## src/rtl/cnn_pkg.sv

```systemverilog
`default_nettype none
// ============================================================================
// Module      : cnn_pkg
// Description : Shared types and requantize helper for the CNN datapath stages.
// Revision    : 1.0 - initial release
// ============================================================================
package cnn_pkg;

  typedef enum logic [1:0] {
    IDLE = 2'd0,
    RUN  = 2'd1,
    DONE = 2'd2
  } pool_state_t;

  localparam int unsigned c_SAT_W = 64;

  // ReLU, arithmetic right shift, then clamp to the positive range of a dw-bit signed value.
  function automatic logic signed [c_SAT_W-1:0] sat_relu_shift(
    input logic signed [c_SAT_W-1:0] acc,
    input int unsigned               shift,
    input int unsigned               dw
  );
    logic signed [c_SAT_W-1:0] v;
    logic signed [c_SAT_W-1:0] q;
    logic signed [c_SAT_W-1:0] lim;
    v   = (acc < 0) ? 64'sd0 : acc;
    q   = v >>> shift;
    lim = (64'sd1 <<< (dw - 1)) - 64'sd1;
    return (q > lim) ? lim : q;
  endfunction

endpackage
`default_nettype wire

```

## src/rtl/relu_maxpool.sv

```systemverilog
`default_nettype none
// ============================================================================
// Module      : relu_maxpool
// Description : Streaming ReLU + 2x2/stride-2 max-pool + requantize of a conv output map.
// Revision    : 1.0 - initial release
// ============================================================================
module relu_maxpool
  import cnn_pkg::*;
#(
  parameter int unsigned ACC_WIDTH  = 32,
  parameter int unsigned DATA_WIDTH = 8,
  parameter int unsigned IN_H       = 4,
  parameter int unsigned IN_W       = 4,
  parameter int unsigned SHIFT      = 0
) (
  input  logic                         clk,
  input  logic                         rst,
  input  logic                         start,
  output logic                         done,
  input  logic signed [ACC_WIDTH-1:0]  in_pixel,
  input  logic                         in_valid,
  output logic        [DATA_WIDTH-1:0] out_pixel,
  output logic                         out_valid,
  output logic                         out_last
);

  localparam int unsigned c_CW   = $clog2(IN_W) + 1;
  localparam int unsigned c_RW   = $clog2(IN_H) + 1;
  localparam int unsigned c_IW   = c_CW - 1;
  localparam int unsigned c_NBUF = IN_W / 2;
  localparam int unsigned c_PW   = IN_W / 2;
  localparam int unsigned c_PH   = IN_H / 2;

  localparam logic [c_CW-1:0] c_COL_LAST  = c_CW'(IN_W - 1);
  localparam logic [c_RW-1:0] c_ROW_LAST  = c_RW'(IN_H - 1);
  localparam logic [c_CW-1:0] c_COL_PLAST = c_CW'(2 * c_PW - 1);
  localparam logic [c_RW-1:0] c_ROW_PLAST = c_RW'(2 * c_PH - 1);

  pool_state_t r_state;
  pool_state_t w_state_nxt;

  logic        [c_CW-1:0]      r_col;
  logic        [c_RW-1:0]      r_row;
  logic signed [ACC_WIDTH-1:0] r_h_max;
  logic signed [ACC_WIDTH-1:0] r_rowbuf [c_NBUF];

  logic signed [ACC_WIDTH-1:0] w_relu;
  logic signed [ACC_WIDTH-1:0] w_m;
  logic signed [ACC_WIDTH-1:0] w_rb_rd;
  logic signed [ACC_WIDTH-1:0] w_win;
  logic signed [c_SAT_W-1:0]   w_win_ext;
  logic signed [c_SAT_W-1:0]   w_q;
  logic        [c_IW-1:0]      w_idx;
  logic                        w_accept;
  logic                        w_frame_end;
  logic                        w_open;
  logic                        w_emit;
  logic                        w_emit_last;
  logic                        w_buf_wr;

  assign w_accept    = (r_state == RUN) && in_valid;
  assign w_frame_end = w_accept && (r_row == c_ROW_LAST) && (r_col == c_COL_LAST);
  assign w_open      = start && (r_state != RUN);

  assign w_relu = in_pixel[ACC_WIDTH-1] ? '0 : in_pixel;
  assign w_m    = (w_relu > r_h_max) ? w_relu : r_h_max;
  assign w_idx  = r_col[c_CW-1:1];

  always_comb begin
    w_rb_rd = '0;
    for (int unsigned i = 0; i < c_NBUF; i++) begin
      if (w_idx == c_IW'(i)) begin
        w_rb_rd = r_rowbuf[i];
      end
    end
  end

  assign w_win     = (w_rb_rd > w_m) ? w_rb_rd : w_m;
  assign w_win_ext = c_SAT_W'(w_win);
  assign w_q       = sat_relu_shift(w_win_ext, SHIFT, DATA_WIDTH);

  // Odd trailing row/column of an odd-sized map never closes a window.
  assign w_emit      = w_accept && r_col[0] && r_row[0]
                       && (r_col <= c_COL_PLAST) && (r_row <= c_ROW_PLAST);
  assign w_emit_last = w_emit && (r_row == c_ROW_PLAST) && (r_col == c_COL_PLAST);
  assign w_buf_wr    = w_accept && r_col[0] && !r_row[0];

  always_comb begin
    w_state_nxt = r_state;
    case (r_state)
      IDLE:    if (start)       w_state_nxt = RUN;
      RUN:     if (w_frame_end) w_state_nxt = DONE;
      DONE:    if (start)       w_state_nxt = RUN;
      default:                  w_state_nxt = IDLE;
    endcase
  end

  always_ff @(posedge clk) begin
    if (rst) begin
      r_state   <= IDLE;
      r_col     <= '0;
      r_row     <= '0;
      r_h_max   <= '0;
      done      <= 1'b0;
      out_valid <= 1'b0;
      out_last  <= 1'b0;
      out_pixel <= '0;
    end else begin
      r_state   <= w_state_nxt;
      done      <= (w_state_nxt == DONE);
      out_valid <= w_emit;
      out_last  <= w_emit_last;
      if (w_emit) begin
        out_pixel <= w_q[DATA_WIDTH-1:0];
      end
      if (w_accept && !r_col[0]) begin
        r_h_max <= w_relu;
      end
      if (w_open) begin
        r_col <= '0;
        r_row <= '0;
      end else if (w_accept) begin
        if (r_col == c_COL_LAST) begin
          r_col <= '0;
          r_row <= r_row + 1'b1;
        end else begin
          r_col <= r_col + 1'b1;
        end
      end
    end
  end

  // Row buffer is always written on an even row before the odd row reads it, so no reset.
  always_ff @(posedge clk) begin
    for (int unsigned i = 0; i < c_NBUF; i++) begin
      if (w_buf_wr && (w_idx == c_IW'(i))) begin
        r_rowbuf[i] <= w_m;
      end
    end
  end

endmodule
`default_nettype wire

```

## config.mk

```make
export PLATFORM = sky130hd
export DESIGN_NAME = relu_maxpool
export DESIGN_NICKNAME = d
export VERILOG_FILES = /design/src/rtl/cnn_pkg.sv /design/src/rtl/relu_maxpool.sv
export SDC_FILE = /design/constraint.sdc
export NUM_CORES = 1
export LEC_CHECK = 0
export CAP_MARGIN = 20
export CELL_PAD_IN_SITES_DETAIL_PLACEMENT = 1
export CELL_PAD_IN_SITES_GLOBAL_PLACEMENT = 1
export CORE_MARGIN = 2
export CORE_UTILIZATION = 42
export CTS_CLUSTER_SIZE = 30
export DETAILED_ROUTE_END_ITERATION = 12
export GPL_ROUTABILITY_DRIVEN = 0
export GPL_TIMING_DRIVEN = 0
export PLACE_DENSITY_LB_ADDON = 0.1
export SLEW_MARGIN = 20
export SYNTH_ARGS = -nofsm -noshare
export SYNTH_HDL_FRONTEND = slang
export SYNTH_SLANG_ARGS = --single-unit
```

## constraint.sdc

```tcl
create_clock -name clk -period 5.8 [get_ports clk]
set_input_delay 1.16 -clock clk [delete_from_list [all_inputs] [get_ports clk]]
set_output_delay 1.16 -clock clk [all_outputs]
set_load 0.05 [all_outputs]
```

Word level (Yosys, flattened, before mapping). Memories as Yosys holds them, arrays and structs flattened. Index checks and enable logic that the tools add are counted.

Register bits: 51. Bits in writable memories: 64. Input port bits: 36. Output and inout port bits: 11. Memories kept: 1.

Add/sub/neg operators: 2. Magnitude comparators: 6. Eq/ne operators: 7. Mux-type cells: 18. Reduce and logical (&&, ||, !) cells: 22.

Memories: r_rowbuf (words 2, bits a word 32, rd ports 2, clocked after Yosys merged registers in 0, write ports 1, line relu_maxpool.sv:45) `logic signed [ACC_WIDTH-1:0] r_rowbuf [c_NBUF];`.

Operator list (number): $mux 32 (5); $gt 32x32->1 (2); $gt 64x8->1 const B (1); $mux 64 (1); $lt 32x1->1 const B (1); $reduce_or 32->1 (1); $mux 31 (1); $logic_and 1x1->1 (14); $mux 8 (1); $add 3x1->3 const B (2); $eq 3x2->1 const B (2); $le 3x2->1 const B (2); $mux 1 (6); $eq 2x1->1 const B (2); $eq 2x2->1 const B (2); $logic_not 2->1 (2); $mux 2 (2); $pmux 2 s2 (1); $reduce_or 2->1 (2); $mux 3 (1); $logic_not 1->1 (2); $ne 2x1->1 const B (1); $reduce_and 2->1 (1).

Longest topological paths before layout.
Depth in word-level cells: 9. Gate-level depth with buffers: 24.

Least setup slack after synthesis. No wires, ideal clock.

Path type: input-to-reg. Start point: input in_pixel[31]. End point: register out_pixel[1]. Data arrival time: 5992 ps. Data required time: 5726 ps. Path slack: -266 ps. Stages on the path: 23. Path buffers: 3. Path through: inv_2 -> buf_1 -> nand2_1 -> inv_1 -> ha_1 -> a211oi_2 -> o22ai_1 -> a2111oi_2 -> o21ai_1 -> o22ai_2 -> buf_2 -> clkbuf_1 -> nand2_1 -> o21a_1 -> ha_1 -> nand4_1 -> nor3_1 -> nand3_1 -> or3_2 -> nor3_1 -> a2111oi_4 -> mux2_4 -> a31oi_1.

Word-level cells in the longest chain between the ends: 9.

Ends and longest elaborated chain: start, declared (line relu_maxpool.sv:20) `input logic signed [ACC_WIDTH-1:0] in_pixel,`; $mux 31 (*) (line relu_maxpool.sv:65) `assign w_relu = in_pixel[ACC_WIDTH-1] ? '0 : in_pixel;`; via w_relu[13] (line relu_maxpool.sv:47) `logic signed [ACC_WIDTH-1:0] w_relu;`; $gt 32x32->1 (line relu_maxpool.sv:66) `assign w_m = (w_relu > r_h_max) ? w_relu : r_h_max;`; $mux 32 (*) (line relu_maxpool.sv:66); $gt 32x32->1 (line relu_maxpool.sv:78) `assign w_win = (w_rb_rd > w_m) ? w_rb_rd : w_m;`; $mux 32 (*) (line relu_maxpool.sv:78); $lt 32x1->1 (line cnn_pkg.sv:26) `v = (acc < 0) ? 64'sd0 : acc;`; $mux 64 (*) (line cnn_pkg.sv:26); $gt 64x8->1 (line cnn_pkg.sv:29) `return (q > lim) ? lim : q;`; $mux 8 (*) (line cnn_pkg.sv:29); end signal, assigned (line relu_maxpool.sv:114) `out_pixel <= w_q[DATA_WIDTH-1:0];`; end, declared (line relu_maxpool.sv:22) `output logic [DATA_WIDTH-1:0] out_pixel,`.

Mark *: on every way through the listed nets, which the timed path passes. The rest lies on a longest branch. A chain may end at the register's enable or synchronous reset.

Worst setup path in the final report.
Start point: input in_pixel[14]. End point: register out_pixel[0].

The elaborated chain is that of the path after synthesis.

==> results.py <==
metrics = {
    "timing": {
        "maxSlewViolCount": 0,
        "setup_violations": 0,
        "worst_pin_slew_ns": 0.909,
        "finClkSkew_ns": 0.00939,
        "fmax_mhz": 175,
        "hold_viol": 0,
        "period_share_pct": 98.7,
        "max-slew-margin-rel_pct": 39.4,
        "min_period_ns": 5.73,
    },
    "detailed_routing": {
        "wl_per_cell_um": 20.2,
        "firstDrtPassIters": 5,
        "drt_iter0_markers": 311,
        "drt-total-wl_um": 21000,
        "drc": 0,
        "postRouteAntennaNets": 0,
        "vias": 5674,
        "routed_via_density": 5.45,
    },
    "synth": {
        "yosys.area.top_type": "edfxtp_1",
        "synth_common_cells": "nand2_1 (126), inv_1 (81), ha_1 (63), edfxtp_1 (62), nor2_1 (56)",
        "ys_types": 59,
        "async_flop_share_pct": 0,
        "yosysMostFrequentCell": "nand2_1",
        "synth_edf_count": 62,
        "synth_top_area_share_pct": 27.6,
        "syn_area_per_cell_um2": 9.11,
        "synth_cells": 741,
        "synth.cell_area_mm2": 0.00675,
        "synth_warnings": 0,
        "ys_seq_area_share_pct": 42.4,
        "synth-main-ff-cell": "edfxtp_1",
        "ys_top_cells_by_area": "edfxtp_1 (28%), dfxtp_1 (15%), ha_1 (12%)",
        "synth_seq_cells": 112,
        "syn_nets": 840,
    },
    "min_path": {
        "hold_path.class": "register to register",
    },
    "setup_path": {
        "critPathRequiredTime_ns": 6.06,
        "crit_slowest_cell": "a2111oi_0",
        "cpLargestDelayFamily": "compound AO/OA/AOI/OAI gates",
        "r2r_start": "r_h_max[13]",
        "arrival_ns": 5.98,
        "cp.depth": 21,
        "endpoint_kind": "register",
        "rrSetupSlack_ns": 1.01,
        "cp-start-kind": "input pin",
        "r2r_end": "out_pixel[0]",
        "critPathMaxFanout": 8,
        "cp_cell_sequence": "clkdlybuf4s50_1, nand2_1, inv_1, ha_1, o21ai_1, o22ai_1, a2111oi_2, o21ai_2, o22ai_4, buf_12, mux2i_2, ha_1, a21o_1, a21o_1, a2111oi_0, o32a_1, nand3_1, a211oi_4, o31ai_4, and2_4, o21a_1",
        "setup.worst_path.start": "in_pixel[14]",
        "timing_worst_setup_path_type": "input pin to register",
        "cpPeakStageDelay_ns": 0.48,
        "r2r_cells": 19,
        "crit_path_end": "out_pixel[0]",
        "crit_buf_inv": 3,
    },
    "finish": {
        "n_fill_cell": 1783,
        "antenna_cells": 0,
        "nNetsFinal": 919,
        "stdcell_count": 1041,
        "area_delta_synth_final_pct": 24.2,
        "layout-drive-gt1-share_pct": 14.5,
    },
    "clock_network": {
        "clk_latency_ns": 0.36,
        "clk_pin_slew_ns": 0.07,
        "clock_sinks": 112,
        "htreeDepth": 3,
        "numCtsBuffers": 9,
        "ctsHoldBuffers": 0,
        "clockBufferDepth": 2,
        "clock-root-buffer": "clkbuf_16",
        "cts_tree": "built",
    },
    "pwr": {
        "p_per_area_mw_per_mm2": 218,
        "p_leak_nw": 3.21,
        "power.total_w": 0.00183,
        "peakVddDrop_mv": 0.154,
    },
    "global_route": {
        "antenna_found_initial": 0,
        "grt_pass1_vias": 5907,
        "grt_remaining_overflow": 0,
        "track_usage_pct": 24.8,
        "grt_max_degree": 18,
        "grt_pass1_wl_um": 31700,
    },
    "placed_design": {
        "hpwl_um": 15700,
        "dp_cells": 1009,
        "port_buffers": 45,
    },
    "run_status": {
        "status": "complete, no violations",
    },
    "floorplanning": {
        "num_io_pins": 47,
        "die_w_um": 131,
        "die_h_um": 131,
        "dieArea_mm2": 0.0171,
        "fp-row-count": 46,
        "start_util_pct": 42.7,
        "core_area_mm2": 0.0158,
    },
    "job": {
        "cap_violations": 0,
    },
}
[metrics by stage]
stage	utilization, %	area [um^2]	hold slack (ns)	TNS [ns]	setup slack (ns)
after floorplan	-	6770	0.449	0	0.0543
after global placement	47.3	7490	0.459	-25.70	-1.74
after detailed placement	47.7	7550	0.464	-12.37	-1.87
after CTS	50.5	7990	0.474	0	0.0190
after global routing	53.0	8390	0.502	-0.460	-0.127
final	53.0	8390	0.472	0	0.0733
[where the power goes]
part | internal, W | switching (W)
Sequential | 0.000847 | 0.00000735
Combinational | 0.000155 | 0.000201
Clock | 0.000317 | 0.000303
[sequential cells by signal, summed over array words and instances, names as in the netlist]
signal,count
r_rowbuf,62
r_h_max,31
out_pixel,8
r_col,3
r_row,3
r_state,2
done,1
out_last,1
out_valid,1
[worst min-delay path by stage]
stage	from	endpoint	slack, ns	depth (start not counted)
floorplan	r_h_max[2]	r_h_max[2]	0.45	2
CTS	r_h_max[6]	r_h_max[6]	0.47	2
global placement	r_h_max[4]	r_h_max[4]	0.46	2
global route	out_pixel[7]	out_pixel[7]	0.50	1
finish	r_h_max[6]	r_h_max[6]	0.47	2
detailed placement	r_h_max[6]	r_h_max[6]	0.46	2
[final cells by class]
cell class              instances  area (um^2)  share of cell area, %
flip-flops and latches        112         2860                   34.1
inverters                      82          310                   3.70
clock buffers                  11          254                   3.03
multi-input cells             519         3820                   45.6
plain buffers                  28          218                   2.59
clock inverters                 5         27.5                  0.328
well taps                     216          270                   3.22
repair buffers                 68          624                   7.44
[worst min-delay path, delay by kind of cell, from the launching register on]
family,cells,cell delay [ns]
and+or+nand+nor,1,0.05
DFF,1,0.32
AOI/OAI and AO/OA,1,0.05
[layout by cell type (no fill, tap or decap), types with 7 or more instances in the layout]
master / instances
a21o_1: 11
a21oi_1: 53
buf_4: 24
clkbuf_1: 19
clkbuf_16: 11
clkdlybuf4s50_1: 44
dfxtp_1: 50
edfxtp_1: 62
ha_1: 52
ha_4: 11
inv_1: 80
mux2i_1: 36
nand2_1: 123
nand3_1: 9
nand4_1: 18
nor2_1: 55
nor2b_1: 7
nor4_1: 18
o21a_1: 14
o21ai_0: 14
o21ai_1: 8
[metal layers]
| layer | vias to the layer above | wire length (um) | global-route usage [%] | share of wire, % |
|---|---|---|---|---|
| met4 | 0 | 342 | 7.76 | 1.6 |
| met3 | 21 | 643 | 2.81 | 3.1 |
| met5 | - | 0 | 0 | 0 |
| li1 | 2745 | - | - | - |
| met2 | 103 | 10500 | 43.2 | 50 |
| met1 | 2805 | 9480 | 32.3 | 45 |
[cells by family (layout without fill, tap and decap cells)]
kind of cell | Yosys count | in the layout | share of synthesized area, %
buffers and inverters | 110 | 194 | 6.56
AO/OA/AOI/OAI | 132 | 132 | 12.7
flip-flops | 112 | 112 | 42.4
adder cells (fa/ha/maj) | 64 | 64 | 11.8
XOR/XNOR | 2 | 2 | 0.259
AND/OR/NAND/NOR | 275 | 275 | 19.3
multiplexers | 46 | 46 | 6.98
[repair_timing]
action	4_1_cts	5_1_grt
pin swaps	10	27
hold endpoints to repair	0	0
setup buffers	3	13
gates resized for setup	37	56
endpoints found under the setup margin	7	7
No activity file was read; power rests on OpenSTA's default activity.
